**src/rtl/busca_aproximacao.sv**
```systemverilog
// busca_aproximacao: successive-approximation search engine.
// Drives a trial value onto the comparator's b input and refines it MSB-first
// from the M (target > guess) and I (target == guess) flags until the hidden
// target is resolved. Exact equality ends the search early.
module busca_aproximacao #(
    parameter int WIDTH = 8,
    parameter int SW    = 4
) (
    input  logic             clk,
    input  logic             rst,
    input  logic             start,
    input  logic             M,
    input  logic             I,
    output logic [WIDTH-1:0] guess,
    output logic [WIDTH-1:0] result,
    output logic [SW-1:0]    steps,
    output logic             busy,
    output logic             done
);

    localparam int IW = $clog2(WIDTH);
    localparam logic [IW-1:0]    IDX_TOP    = IW'(WIDTH - 1);
    localparam logic [WIDTH-1:0] GUESS_INIT = {1'b1, {(WIDTH-1){1'b0}}};

    typedef enum logic [1:0] {
        IDLE = 2'd0,
        TEST = 2'd1,
        DONE = 2'd2
    } state_t;

    state_t            state;
    state_t            state_next;
    logic [IW-1:0]     idx;
    logic [WIDTH-1:0]  trial;
    logic              busy_next;
    logic              done_next;

    // State register.
    always_ff @(posedge clk or posedge rst) begin
        if (rst) begin
            state <= IDLE;
        end else begin
            state <= state_next;
        end
    end

    // Next-state logic: equality or the last bit ends the search.
    always_comb begin
        state_next = state;
        case (state)
            IDLE:    if (start) state_next = TEST;
            TEST:    if (I || (idx == '0)) state_next = DONE;
            DONE:    state_next = IDLE;
            default: state_next = IDLE;
        endcase
    end

    // Output decode on the next state so busy/done come straight from flops.
    always_comb begin
        busy_next = (state_next == TEST);
        done_next = (state_next == DONE);
    end

    // Refined guess: current bit follows M, next lower bit becomes the new trial bit.
    always_comb begin
        trial      = guess;
        trial[idx] = M;
        if (idx != '0) begin
            trial[idx - IW'(1)] = 1'b1;
        end
    end

    // Datapath registers: trial value, bit index, step count and result.
    always_ff @(posedge clk or posedge rst) begin
        if (rst) begin
            guess  <= '0;
            result <= '0;
            steps  <= '0;
            idx    <= IDX_TOP;
            busy   <= 1'b0;
            done   <= 1'b0;
        end else begin
            busy <= busy_next;
            done <= done_next;
            case (state)
                IDLE: begin
                    if (start) begin
                        guess <= GUESS_INIT;
                        idx   <= IDX_TOP;
                        steps <= '0;
                    end
                end
                TEST: begin
                    steps <= steps + SW'(1);
                    if (I) begin
                        // Equality wins even if M is (illegally) also set.
                        result <= guess;
                        guess  <= '0;
                    end else if (idx == '0) begin
                        // Last bit: trial already carries bit0 = M.
                        result <= trial;
                        guess  <= '0;
                    end else begin
                        guess <= trial;
                        idx   <= idx - IW'(1);
                    end
                end
                DONE: begin
                    guess <= '0;
                    idx   <= IDX_TOP;
                end
                default: begin
                    guess <= '0;
                end
            endcase
        end
    end

endmodule

```
**config.mk**
```make
export PLATFORM = sky130hd
export DESIGN_NAME = busca_aproximacao
export DESIGN_NICKNAME = d
export VERILOG_FILES = /design/src/rtl/busca_aproximacao.sv
export SDC_FILE = /design/constraint.sdc
export NUM_CORES = 1
export LEC_CHECK = 0
export ABC_AREA = 1
export BUFFER_PORTS_ARGS = -buffer_cell sky130_fd_sc_hd__buf_2
export CAP_MARGIN = 20
export CORE_MARGIN = 5
export CORE_UTILIZATION = 50
export DETAILED_ROUTE_END_ITERATION = 10
export PLACE_DENSITY = 0.72
export SETUP_SLACK_MARGIN = 0.2
export SYNTH_ARGS = -nofsm -noshare
export SYNTH_HDL_FRONTEND = slang
export SYNTH_SLANG_ARGS = --single-unit
```
**constraint.sdc**
```tcl
create_clock -name clk -period 4.7 [get_ports clk]
set_clock_uncertainty 0.1 [all_clocks]
set_input_delay 1.175 -clock clk [delete_from_list [all_inputs] [get_ports clk]]
set_output_delay 1.175 -clock clk [all_outputs]
set_load 0.05 [all_outputs]
```
==> flow_summary.json, run 1 <==
{
  "status": "finished clean",
  "htreeDepth": 1,
  "r2r_start": "idx[0]$_DFFE_PP1P_",
  "max_freq_ghz": 0.429,
  "fin_crit_sh_pct": 49.6,
  "drive_gt1_share_pct": 21.6,
  "min_path_type": "register to register",
  "crit_family": "flip-flops",
  "drc": 0,
  "maxCapViolCount": 0,
  "drtPass1Iterations": 4,
  "period_minus_slack_ps": 2330,
  "cts_setup_buffers": 0,
  "slowest_stage": "dfrtp_1",
  "crit_chain": "buf_2",
  "ir_drop_mv": 0.296,
  "rr_endpoint": "guess[6]$_DFFE_PP0N_",
  "syn_inst": 205,
  "holdPathEnd": "result[1]$_DFFE_PP0P_",
  "grt_pass1_vias": 1306,
  "dieHeight_um": 65.8,
  "yosysTopAreaCell": "dfrtp_1",
  "drtAntennaViolNets": 0,
  "clockBufferDepth": 2,
  "area_delta_synth_final_pct": 12.3,
  "yosys_warnings": 0,
  "grt_overflow_total": 0,
  "place.gp.congestion": 0.841,
  "max_slew_margin_pct": 67.6,
  "antenna_cells": 0,
  "antenna_found_initial": 0,
  "hold_buffers": 0,
  "ys_ff_latch": 27,
  "hp-start": "result[1]$_DFFE_PP0P_",
  "fillerInstances": 309,
  "drtIter0Drc": 82,
  "critPathCaptureType": "primary output",
  "stdcell_count": 275,
  "portBuffers": 26,
  "core_area_um2": 3030,
  "cts_tree": "done",
  "routed_wirelength_um": 3410,
  "slew_violations": 0,
  "multiInputGateArea_um2": 736,
  "cts_resized": 0,
  "rsz0062_at_grt": "no",
  "synth_area_um2": 1560,
  "seq_area_um2": 679,
  "cp_max_fo": 5,
  "crit_type": "register to primary output",
  "grt_max_degree": 28,
  "rows": 20,
  "numCtsBuffers": 3,
  "critPathRequiredTime_ps": 3420,
  "r2r_cells": 7,
  "tns_ps": 0,
  "ioPinCount": 27,
  "die_w_um": 65.8,
  "clkLatencyLatePin_ps": 320,
  "max_stage_delay_ps": 440,
  "track_usage_pct": 17.5,
  "cts-root-buf": "clkbuf_4",
  "cp.buffers_inverters": 1,
  "holdPathStages": 2,
  "die-area_um2": 4330,
  "via_per_inst": 4.97,
  "synth.distinct_cells": 21,
  "p_leak_uw": 0.000963,
  "avgSynthCellArea_um2": 7.59,
  "initial_core_util_pct": 51.4,
  "critPathArrivalTime_ps": 1060,
  "setup_viol": 0,
  "power-per-cell-area_nw_per_um2": 624,
  "clk_pin_slew_worst_paths_ps": 140,
  "placedCellCount": 270,
  "worstSetupStartpointType": "register",
  "critPathLaunch": "steps[0]$_DFFE_PP0P_",
  "syn_nets": 213,
  "grt_pass1_wl_um": 5970,
  "ys_seq_area_share_pct": 43.6,
  "clock-sinks": 27,
  "wl_per_cell_um": 12.4,
  "synth_area_leaders": "dfrtp_1 39%, nand2_1 16%, nand3_1 10%, dfstp_2 5.1%, inv_1 4.3%",
  "worst_slew_pin_slew_ps": 481,
  "vias": 1366,
  "synth_top_cell_area_share_pct": 38.6,
  "layout.nets": 240,
  "finalHoldViolCount": 0,
  "hpwlAfterDp_um": 2520,
  "r2r_slack_ps": 2790
}
worst max path at each step:
stage / endpoint / slack (ps) / cells past startpoint
after global routing: steps[0] / 2300 / 1
after floorplan: idx[2]$_DFFE_PP1P_ / 2740 / 7
after global placement: guess[6]$_DFFE_PP0N_ / 2540 / 2
after CTS: steps[0] / 2350 / 1
after detailed placement: guess[6]$_DFFE_PP0N_ / 2480 / 2
final: steps[0] / 2370 / 1
kinds of logic after synthesis:
logic type | share of synthesized area, %
buffers and inverters | 9.08
adders and majority gates | 2.41
AOI/OAI and AO/OA | 9.24
and+or+nand+nor | 34.5
DFF | 43.7
xor gates and xnor gates | 1.13
through the flow:
stage	util (%)	power [uW]	setup WS [ps]	hold slack [ps]	area [um^2]
final	57.7	1090	2370	387	1750
after global routing	57.7	1190	2300	424	1750
after CTS	56.8	1090	2350	396	1720
after detailed placement	55.9	995	2480	361	1690
after global placement	55.9	993	2540	360	1690
after floorplan	-	872	2740	470	1560
final cells by class:
type	instances	area share, %
clock buffers	3	1.29
inverters	24	5.30
multi-input cells	149	42.1
flip-flops and latches	27	38.9
clock inverters	1	0.286
well taps	44	3.15
repair buffers	27	9.02
layer usage:
metal / part of all wire, % / GRT usage, %
met1: 47 / 23.1
met2: 46 / 29.5
met5: 0 / 0
met4: 1.8 / 5.44
met3: 5.3 / 2.55
layout by cell type, fill, tap and decap left out, drive strengths merged:
cell	count
a21oi	10
a22o	1
buf	27
clkbuf	3
clkinv	1
dfrtp	24
dfstp	3
ha	3
inv	24
nand2	73
nand3	31
nand4	1
nor2	11
o21ai	17
xnor2	1
xor2	1
synth_stat cells:
master / number
buf_6: 3
xor2_1: 1
buf_4: 2
nand2_1: 68
nand2_4: 2
nor2_4: 5
inv_2: 5
xnor2_1: 1
nand4_1: 1
a21oi_1: 10
o21ai_0: 7
nand3_1: 31
inv_4: 1
a22o_1: 1
ha_1: 3
dfrtp_1: 24
o21ai_1: 10
nor2_1: 6
dfstp_2: 3
inv_1: 18
nand2_2: 3
power by group:
group,internal (uW),total [uW],switching (uW)
clock,31.9,97.1,65.2
sequential,311,385,73.8
combinational,156,609,453
sequential cells by signal, indices dropped and copies added, names as in the netlist:
signal,count
busy,1
state,2
done,1
steps,4
guess,8
result,8
idx,3
(Power assumes the default switching activity.)
==> run 2: changes to the inputs <==
--- a/config.mk
+++ b/config.mk
@@ -11,7 +11,7 @@
 export CORE_MARGIN = 5
 export CORE_UTILIZATION = 50
 export DETAILED_ROUTE_END_ITERATION = 10
-export PLACE_DENSITY = 0.72
+export PLACE_DENSITY = 0.75
 export SETUP_SLACK_MARGIN = 0.2
 export SYNTH_ARGS = -nofsm -noshare
 export SYNTH_HDL_FRONTEND = slang
==> constraint.sdc (replaced) <==
create_clock -name clk -period 2 [get_ports clk]
set_clock_uncertainty 0.1 [all_clocks]
set_input_delay 0.5 -clock clk [delete_from_list [all_inputs] [get_ports clk]]
set_output_delay 0.5 -clock clk [all_outputs]
set_load 0.05 [all_outputs]
==> run 2 against run 1 <==
  * Via count is 0.29% higher
  * Sequential share of layout area is 0.19 points lower
  * Design area is 0.50% higher
  * First-iteration DRC count is 48% lower
  * Sequential power is 120% higher
  * Worst hold slack worse by 280 ps
  * Clock power is 140% higher
  * Non-clock buffer count is 4 higher
  * Critical path depth is 7 higher
  * Worst setup slack worse by 2100 ps
  * Die area stayed put
  * Critical path type is now register to register
==> flow_summary.json, run 2 (synthesis results as in run 1) <==
{
  "drive_gt1_share_pct": 23.0,
  "cp_max_fo": 11,
  "via_per_inst": 4.91,
  "drtPass1Iterations": 4,
  "area_delta_synth_final_pct": 12.9,
  "cts_tree": "done",
  "die-area_um2": 4330,
  "max_slew_margin_pct": 69.0,
  "power-per-cell-area_nw_per_um2": 1480,
  "rsz0062_at_grt": "no",
  "die_w_um": 65.8,
  "clock-sinks": 27,
  "place.gp.congestion": 0.858,
  "power_switching_uw": 1400,
  "clockBufferDepth": 2,
  "grt_pass1_vias": 1346,
  "setup_ws_ps": 312,
  "dpl_worst_slack_ps": 319,
  "ioPinCount": 27,
  "status": "finished clean",
  "wl_per_cell_um": 12.2,
  "cellInternalPower_uw": 1200,
  "rr_endpoint": "idx[2]$_DFFE_PP1P_",
  "r2r_cells": 8,
  "fillerInstances": 321,
  "layout_common_cells": "68 x nand2_1, 31 x nand3_1, 26 x buf_2",
  "rows": 20,
  "clockPowerShare_pct": 8.9,
  "worstSetupStartpointType": "register",
  "min_path_type": "input pin to async pin",
  "r2r_start": "idx[0]$_DFFE_PP1P_",
  "grt_pass1_wl_um": 6050,
  "r2r_slack_ps": 310,
  "placedCellCount": 275,
  "numCtsBuffers": 3,
  "setup_viol": 0,
  "critPathRequiredTime_ps": 2160,
  "cts_setup_buffers": 0,
  "holdWs_ps": 108,
  "top_regs": "guess: 8 flops, result: 8 flops, steps: 4 flops",
  "antenna_cells": 0,
  "hpwlAfterDp_um": 2530,
  "htreeDepth": 1,
  "tns_ps": 0,
  "swShare_pct": 53.9,
  "sequentialPowerShare_pct": 32.2,
  "drc": 0,
  "clkLatencyLatePin_ps": 310,
  "critPathCaptureType": "register",
  "slew_violations": 0,
  "portBuffers": 26,
  "critPathLaunch": "idx[0]$_DFFE_PP1P_",
  "max_freq_ghz": 0.592,
  "dieHeight_um": 65.8,
  "critPathArrivalTime_ps": 1850,
  "ir_drop_mv": 0.798,
  "antenna_found_initial": 0,
  "final_common_cell": "nand2_1",
  "period_minus_slack_ps": 1690,
  "clk_pin_slew_worst_paths_ps": 140,
  "combPwrFrac_pct": 59.0,
  "grt_overflow_total": 0,
  "fin_crit_sh_pct": 84.4,
  "initial_core_util_pct": 51.4,
  "crit_type": "register to register",
  "fin_total_pwr_uw": 2600,
  "maxCapViolCount": 0,
  "worst_slew_pin_slew_ps": 460,
  "cts-root-buf": "clkbuf_4",
  "track_usage_pct": 17.9,
  "drtIter0Drc": 43,
  "p_leak_uw": 0.000969,
  "drtAntennaViolNets": 0,
  "grt_max_degree": 28,
  "layout.nets": 244,
  "finalHoldViolCount": 0,
  "stdcell_count": 279,
  "cp-endpoint": "idx[2]$_DFFE_PP1P_",
  "core_area_um2": 3030,
  "routed_wirelength_um": 3410,
  "vias": 1370
}
-- run 2: how the worst min path moves through the flow --
stage | start | endpoint | slack [ps] | cells past startpoint
final | rst | steps[2]$_DFFE_PP0P_ | 110 | 3
after global routing | rst | result[2]$_DFFE_PP0P_ | 110 | 3
after CTS | rst | result[3]$_DFFE_PP0P_ | 110 | 3
after detailed placement | result[5]$_DFFE_PP0P_ | result[5]$_DFFE_PP0P_ | 360 | 2
after global placement | result[4]$_DFFE_PP0P_ | result[4]$_DFFE_PP0P_ | 360 | 2
after floorplan | rst | busy$_DFF_PP0_ | 450 | 1
-- run 2: per-layer routing --
| layer | global-route usage (%) | share of wire [%] |
|---|---|---|
| met5 | 0 | 0 |
| met4 | 4.92 | 1.2 |
| met3 | 2.04 | 3.7 |
| met2 | 29.0 | 47 |
| met1 | 25.0 | 48 |
-- run 2: critical path, cell delays in order (launching register included) --
cell     delay [ps]
dfstp_2         560
inv_2           100
ha_1            240
nand2_2          90
nand2_4          70
nor2_4          220
inv_2           100
nor2_1          100
a21oi_1          50
-- run 2: layout make-up --
class / instances / area (um^2) / share of cell area (%)
Sequential cell: 27 / 679 / 38.7
Multi-Input combinational cell: 149 / 736 / 41.9
Inverter: 24 / 92.6 / 5.27
Clock buffer: 4 / 26.3 / 1.50
Timing Repair Buffer: 31 / 168 / 9.54
Tap cell: 44 / 55.1 / 3.13
-- run 2: through the flow --
| step | util, % | area, um^2 |
|---|---|---|
| after global routing | 58.0 | 1760 |
| final | 58.0 | 1760 |
| after global placement | 57.1 | 1730 |
| after floorplan | - | 1560 |
| after CTS | 58.0 | 1760 |
| after detailed placement | 57.1 | 1730 |
-- run 2: power by group through the flow --
| stage | registers, uW | logic (uW) | clock network, uW |
|---|---|---|---|
| after floorplan | 1350 | 698 | 0 |
| after global placement | 844 | 1530 | 0 |
| after detailed placement | 849 | 1540 | 0 |
| after CTS | 838 | 1540 | 244 |
| after global routing | 871 | 1670 | 269 |
| final | 836 | 1530 | 230 |
-- run 2: what timing repair did --
action                                  CTS  global route
resized for setup                         0             1
endpoints found under the setup margin    0             5
hold buffers                              0             0
